===== config.mk =====
export PLATFORM = sky130hd
export DESIGN_NAME = divide_32_seq
export DESIGN_NICKNAME = d
export VERILOG_FILES = /design/src/rtl/divide_32_seq.sv
export SDC_FILE = /design/constraint.sdc
export NUM_CORES = 1
export LEC_CHECK = 0
export ABC_AREA = 1
export CORE_MARGIN = 3
export CORE_UTILIZATION = 48
export CTS_CLUSTER_DIAMETER = 120
export DETAILED_ROUTE_END_ITERATION = 7
export PLACE_DENSITY = 0.71
export RECOVER_POWER = 50
export REMOVE_ABC_BUFFERS = 1
export SYNTH_ARGS = -nofsm -noshare
export SYNTH_HDL_FRONTEND = slang
export SYNTH_SLANG_ARGS = --single-unit

===== constraint.sdc =====
create_clock -name clk -period 4.05 [get_ports clk]
set_input_delay 0.81 -clock clk [delete_from_list [all_inputs] [get_ports clk]]
set_output_delay 0.81 -clock clk [all_outputs]
set_load 0.01 [all_outputs]

===== src/rtl/divide_32_seq.sv =====
// ---------------------------------------------------------------------------
// divide_32_seq
//   Multi-cycle unsigned restoring divider. Produces one quotient bit per
//   clock. One operation is in flight at a time. A request is taken with a
//   valid/ready handshake, and the result is held with a valid/ready handshake.
//
// Ports
//   clk          in   1      system clock, rising edge
//   rst_n        in   1      asynchronous active-low reset
//   req_valid    in   1      requester presents dividend/divisor
//   req_ready    out  1      high in IDLE; a request is accepted on this edge
//   dividend     in   WIDTH  unsigned a, sampled on accept
//   divisor      in   WIDTH  unsigned b, sampled on accept
//   resp_valid   out  1      result valid (DONE)
//   resp_ready   in   1      consumer takes the result
//   quotient     out  WIDTH  a / b (all ones when b == 0)
//   remainder    out  WIDTH  a % b (a when b == 0)
//   div_by_zero  out  1      divisor was zero for the current result
//   busy         out  1      iterating (BUSY)
// ---------------------------------------------------------------------------
module divide_32_seq #(
    parameter int WIDTH = 32
) (
    input  logic             clk,
    input  logic             rst_n,
    input  logic             req_valid,
    output logic             req_ready,
    input  logic [WIDTH-1:0] dividend,
    input  logic [WIDTH-1:0] divisor,
    output logic             resp_valid,
    input  logic             resp_ready,
    output logic [WIDTH-1:0] quotient,
    output logic [WIDTH-1:0] remainder,
    output logic             div_by_zero,
    output logic             busy
);

    localparam int CW = (WIDTH > 2) ? $clog2(WIDTH) : 1;
    localparam logic [CW-1:0] LAST_STEP = CW'(WIDTH - 1);

    typedef enum logic [1:0] {
        IDLE = 2'd0,
        BUSY = 2'd1,
        DONE = 2'd2
    } state_t;

    state_t state, state_next;

    logic [CW-1:0]    cnt;
    logic [WIDTH-1:0] rem_q;      // partial remainder
    logic [WIDTH-1:0] q_sr;       // dividend shifting out, quotient shifting in
    logic [WIDTH-1:0] div_q;      // latched divisor
    logic             zero_pend;  // current operation is a divide-by-zero

    logic             accept;
    logic             last_step;
    logic [WIDTH:0]   shifted;
    logic [WIDTH:0]   diff;
    logic             ge;
    logic [WIDTH-1:0] step_rem;
    logic [WIDTH-1:0] step_q;

    assign accept    = (state == IDLE) && req_valid;
    assign last_step = (cnt == LAST_STEP);

    // ---------------- state register ----------------
    // NOTE: sequential state is written only with non-blocking assignments so
    // every flop samples values from before the edge, whatever the block order.
    always_ff @(posedge clk or negedge rst_n) begin
        if (!rst_n) state <= IDLE;
        else        state <= state_next;
    end

    // ---------------- next-state logic ----------------
    // NOTE: state_next gets a default before the case so no path leaves it
    // unassigned, which would otherwise infer a latch.
    always_comb begin
        state_next = state;
        unique case (state)
            IDLE:    if (req_valid)  state_next = BUSY;
            BUSY:    if (last_step)  state_next = DONE;
            DONE:    if (resp_ready) state_next = IDLE;
            default:                 state_next = IDLE;
        endcase
    end

    // ---------------- outputs decoded from registered state ----------------
    always_comb begin
        req_ready  = (state == IDLE);
        busy       = (state == BUSY);
        resp_valid = (state == DONE);
    end

    // ---------------- restoring step ----------------
    // The shifted remainder is one bit wider than the operands. Because
    // rem_q < div_q, the shifted value is < 2*div_q. The subtract therefore
    // never loses a carry, and its sign bit is the compare result.
    always_comb begin
        shifted  = {rem_q, q_sr[WIDTH-1]};
        diff     = shifted - {1'b0, div_q};
        ge       = ~diff[WIDTH];
        step_rem = ge ? diff[WIDTH-1:0] : shifted[WIDTH-1:0];
        step_q   = {q_sr[WIDTH-2:0], ge};
    end

    // ---------------- datapath ----------------
    // A zero divisor still passes through BUSY, but only for a single cycle.
    // The counter is preloaded to the last step, so the response appears one
    // cycle after accept.
    // NOTE: every datapath register is asynchronously reset. This way an
    // operation cut short by reset leaves no stale result or partial state.
    always_ff @(posedge clk or negedge rst_n) begin
        if (!rst_n) begin
            cnt         <= '0;
            rem_q       <= '0;
            q_sr        <= '0;
            div_q       <= '0;
            zero_pend   <= 1'b0;
            quotient    <= '0;
            remainder   <= '0;
            div_by_zero <= 1'b0;
        end else if (accept) begin
            div_q     <= divisor;
            rem_q     <= '0;
            q_sr      <= dividend;
            zero_pend <= (divisor == '0);
            cnt       <= (divisor == '0) ? LAST_STEP : '0;
            if (divisor != '0) div_by_zero <= 1'b0;
        end else if (state == BUSY) begin
            cnt   <= cnt + 1'b1;
            rem_q <= step_rem;
            q_sr  <= step_q;
            if (last_step) begin
                quotient    <= zero_pend ? '1 : step_q;
                remainder   <= zero_pend ? q_sr : step_rem;
                div_by_zero <= zero_pend;
            end
        end
    end

endmodule


==> flow_summary.yaml <==
status:
  run_status: "finished with violations"
  violations: "capacitance limit, slew limit"
timing:
  maxClockFrequency_mhz: 350.1
  hold_viol: 0
  finalSetupViolations: 0
  finalCriticalPeriod_ns: 2.856
  worst-slew-pin-transition_ns: 2.674
  finalClockSkew_ns: 0.01819
  hold_ws_ns: 0.4829
  setup_tns_ns: 0
  timing_max_transition_violations_final: 98
  timing.final.crit_share: 0.7053
  setup_repair_after_global_routing_missed_its_margin: "false"
  slew-limit-headroom: -0.7824
clocking:
  ctsLongestPathBuffers: 2
  ctsResizeCount: 0
  clock_latency_on_the_worst_skew_pair_ns: 0.44
  cts_hold_buf: 0
  path_clk_slew_ns: 0.07
  cts_buffers: 17
  post-cts-setup-buffer-count: 0
  numClockSinks: 169
  clock_root_buffer_master: "sky130_fd_sc_hd__clkbuf_16"
  tritoncts: "yes"
  cts.htree.levels: 4
setup_path:
  crit_fanout: 12
  critical_path_arrival_ns: 2.05
  crit_family: "buffers and inverters"
  worstPathCellList: "inv_1, nor2_2, clkdlybuf4s50_1"
  crit_path_start: "state[0]"
  crit_type: "flop to output pin"
  path_depth_of_the_worst_reg2reg_path: 17
  crit_path_end_kind: "output pin"
  critical_path_buf_inv_count: 2
  cp_data_required_time_ns: 3.24
  setup.worst_path.start_class: "flop"
  regToRegEndpoint: "rem_q[18]"
  cp_num_cells: 3
  timing.reg2reg.setup_slack_ns: 1.26
  crit_path_max_incr_delay_ns: 0.66
  r2r-start: "q_sr[31]"
  termination_of_the_worst_setup_path: "busy"
  cell_with_the_largest_stage_delay_on_the_worst_path: "sky130_fd_sc_hd__clkdlybuf4s50_1"
placement:
  dp_hpwl_microns: 23310
  routabilityCongestion: 0.9898
  dpl.cell_count: 1795
  port_buffers: 135
  place_area_sq_mm: 0.01173
drt:
  avgViaCountPerCell: 5.352
  routed_via_count: 9779
  routedWlPerCell_microns: 17.50
  drc_errors: 0
  antenna_violating_nets_left: 0
  postRouteWirelength_microns: 31970
  dr.pass1.iters: 5
  detail_route.iter0.violations: 885
cells_and_area:
  finish.net_count: 1647
  final_layout_size_suffix_gt1_frac: 0.04432
  syn2layout_area_growth_pct: 21.43
  commonest_non_fill_non_tap_cells_in_the_layout: "sky130_fd_sc_hd__nand2_1 (567), sky130_fd_sc_hd__inv_1 (215), sky130_fd_sc_hd__dfrtp_1 (169), sky130_fd_sc_hd__clkdlybuf4s50_1 (116), sky130_fd_sc_hd__nand3_1 (101)"
  final_cells: 1827
  num_antenna_cells: 0
  finish.instance_area_sq_mm: 0.01234
  final_common_cell: "sky130_fd_sc_hd__nand2_1"
synth:
  syn-instance-count: 1429
  ys.warnings.count: 0
  yosys_most_used_dff: "sky130_fd_sc_hd__dfrtp_1"
  synth-async-reset-ratio: 1.000
  synth_enable_flop_cells: 0
  post_synth_num_cell_types: 40
  synth_seq_cells: 169
  seq_area_frac_synth: 0.4161
  netlist_area_sq_mm: 0.01016
  synthesis.area_per_instance_sq_um: 7.113
global_routing:
  first_global_vias: 9399
  maximum_number_of_pins_on_one_net_before_global_route_repair: 99
  gr-usage-all-layers: 0.2870
  gr-total-overflow: 0
  grt_pass1_wl_microns: 51180
  antenna_found_initial: 0
floorplanning:
  die_y_microns: 151.5
  dieWidth_microns: 151.5
  core_sq_mm: 0.02049
  start_util: 0.4960
  std_cell_rows: 52
  fp.dieArea_sq_mm: 0.02296
  io-pin-count: 136
power:
  power.static_leakage_uw: 0.006731
  power_density_mw_per_mm2: 1042
  vdd_drop_max_mv: 0.5614
hold_path:
  hp-class: "flop to flop"
flow_run:
  maxCapViolations: 1
registers in the layout, indices dropped and copies added (netlist names):
register,cells
div_q,32
q_sr,32
quotient,32
rem_q,32
remainder,32
cnt,5
state,2
div_by_zero,1
zero_pend,1
metal layers:
metal / share of wire / up-vias / track usage
met2: 0.43 / 413 / 0.4234
met3: 0.077 / 35 / 0.04967
li1: - / 4747 / -
met1: 0.48 / 4584 / 0.4410
met4: 0.017 / 0 / 0.06783
met5: 0 / - / 0
area by class of cell:
cell class | instances | area [sq um]
Fill cell | 1919 | 8152
Multi-Input combinational cell | 986 | 4866
Sequential cell | 169 | 4229
Timing Repair Buffer | 149 | 1464
Inverter | 221 | 829.5
Clock buffer | 18 | 439.2
Tap cell | 270 | 337.8
Clock inverter | 14 | 177.7
power by group:
| part | switching (uW) | internal (uW) | total, uW |
|---|---|---|---|
| combinational | 5240 | 2860 | 8100 |
| clock | 842 | 856 | 1700 |
| sequential | 536 | 2520 | 3060 |
logic make-up after synthesis:
group                      Yosys count  share of synthesized area
and+or+nand+nor                    767                     0.3112
buffers and inverters              274                     0.1055
AOI/OAI and AO/OA                  169                     0.1105
DFF                                169                     0.4161
adders and majority gates           35                    0.04382
xor gates and xnor gates            15                    0.01292
cells in the mapped netlist, types with 3 or more instances:
master,number,share of area
sky130_fd_sc_hd__a21oi_1,54,0.027
sky130_fd_sc_hd__a22oi_1,4,0.0030
sky130_fd_sc_hd__a2bb2oi_1,32,0.028
sky130_fd_sc_hd__and2_1,7,0.0043
sky130_fd_sc_hd__buf_1,4,0.0015
sky130_fd_sc_hd__buf_2,17,0.0084
sky130_fd_sc_hd__buf_6,3,0.0033
sky130_fd_sc_hd__clkbuf_1,29,0.011
sky130_fd_sc_hd__dfrtp_1,169,0.42
sky130_fd_sc_hd__ha_1,34,0.042
sky130_fd_sc_hd__inv_1,216,0.080
sky130_fd_sc_hd__inv_2,3,0.0011
sky130_fd_sc_hd__nand2_1,567,0.21
sky130_fd_sc_hd__nand2_2,5,0.0031
sky130_fd_sc_hd__nand2_4,4,0.0044
sky130_fd_sc_hd__nand3_1,101,0.050
sky130_fd_sc_hd__nand4_1,13,0.0080
sky130_fd_sc_hd__nor2_1,51,0.019
sky130_fd_sc_hd__nor2_2,4,0.0025
sky130_fd_sc_hd__nor3_1,7,0.0034
sky130_fd_sc_hd__nor4_1,4,0.0025
sky130_fd_sc_hd__o21ai_0,38,0.019
sky130_fd_sc_hd__o21bai_1,3,0.0022
sky130_fd_sc_hd__o221ai_1,30,0.026
sky130_fd_sc_hd__xnor2_1,4,0.0034
sky130_fd_sc_hd__xor2_1,11,0.0095
worst min-delay path, cell delays in order (launching register included):
cell and delay, ns:
sky130_fd_sc_hd__dfrtp_1 0.35, sky130_fd_sc_hd__nand2_1 0.05, sky130_fd_sc_hd__nand2_1 0.05
worst min path at each step:
stage / start / endpoint / slack [ns] / depth (start not counted)
3_3_place_gp: remainder[30] / remainder[30] / 0.46 / 2
5_1_grt: remainder[6] / remainder[6] / 0.50 / 2
4_1_cts: remainder[26] / remainder[26] / 0.49 / 2
2_1_floorplan: div_q[10] / div_q[10] / 0.45 / 2
3_5_place_dp: remainder[0] / remainder[0] / 0.47 / 2
6_report: remainder[26] / remainder[26] / 0.48 / 2
through the flow:
step | util | setup slack [ns] | total power, uW
3_5_place_dp | 0.5725 | 0.9420 | 11000
6_report | 0.6023 | 1.194 | 12860
4_1_cts | 0.6026 | 1.194 | 12780
2_1_floorplan | - | 0.2216 | 8229
3_3_place_gp | 0.5725 | 0.9279 | 10960
5_1_grt | 0.6023 | 0.8056 | 14000
Note: power is estimated with default switching activity, not from simulation.
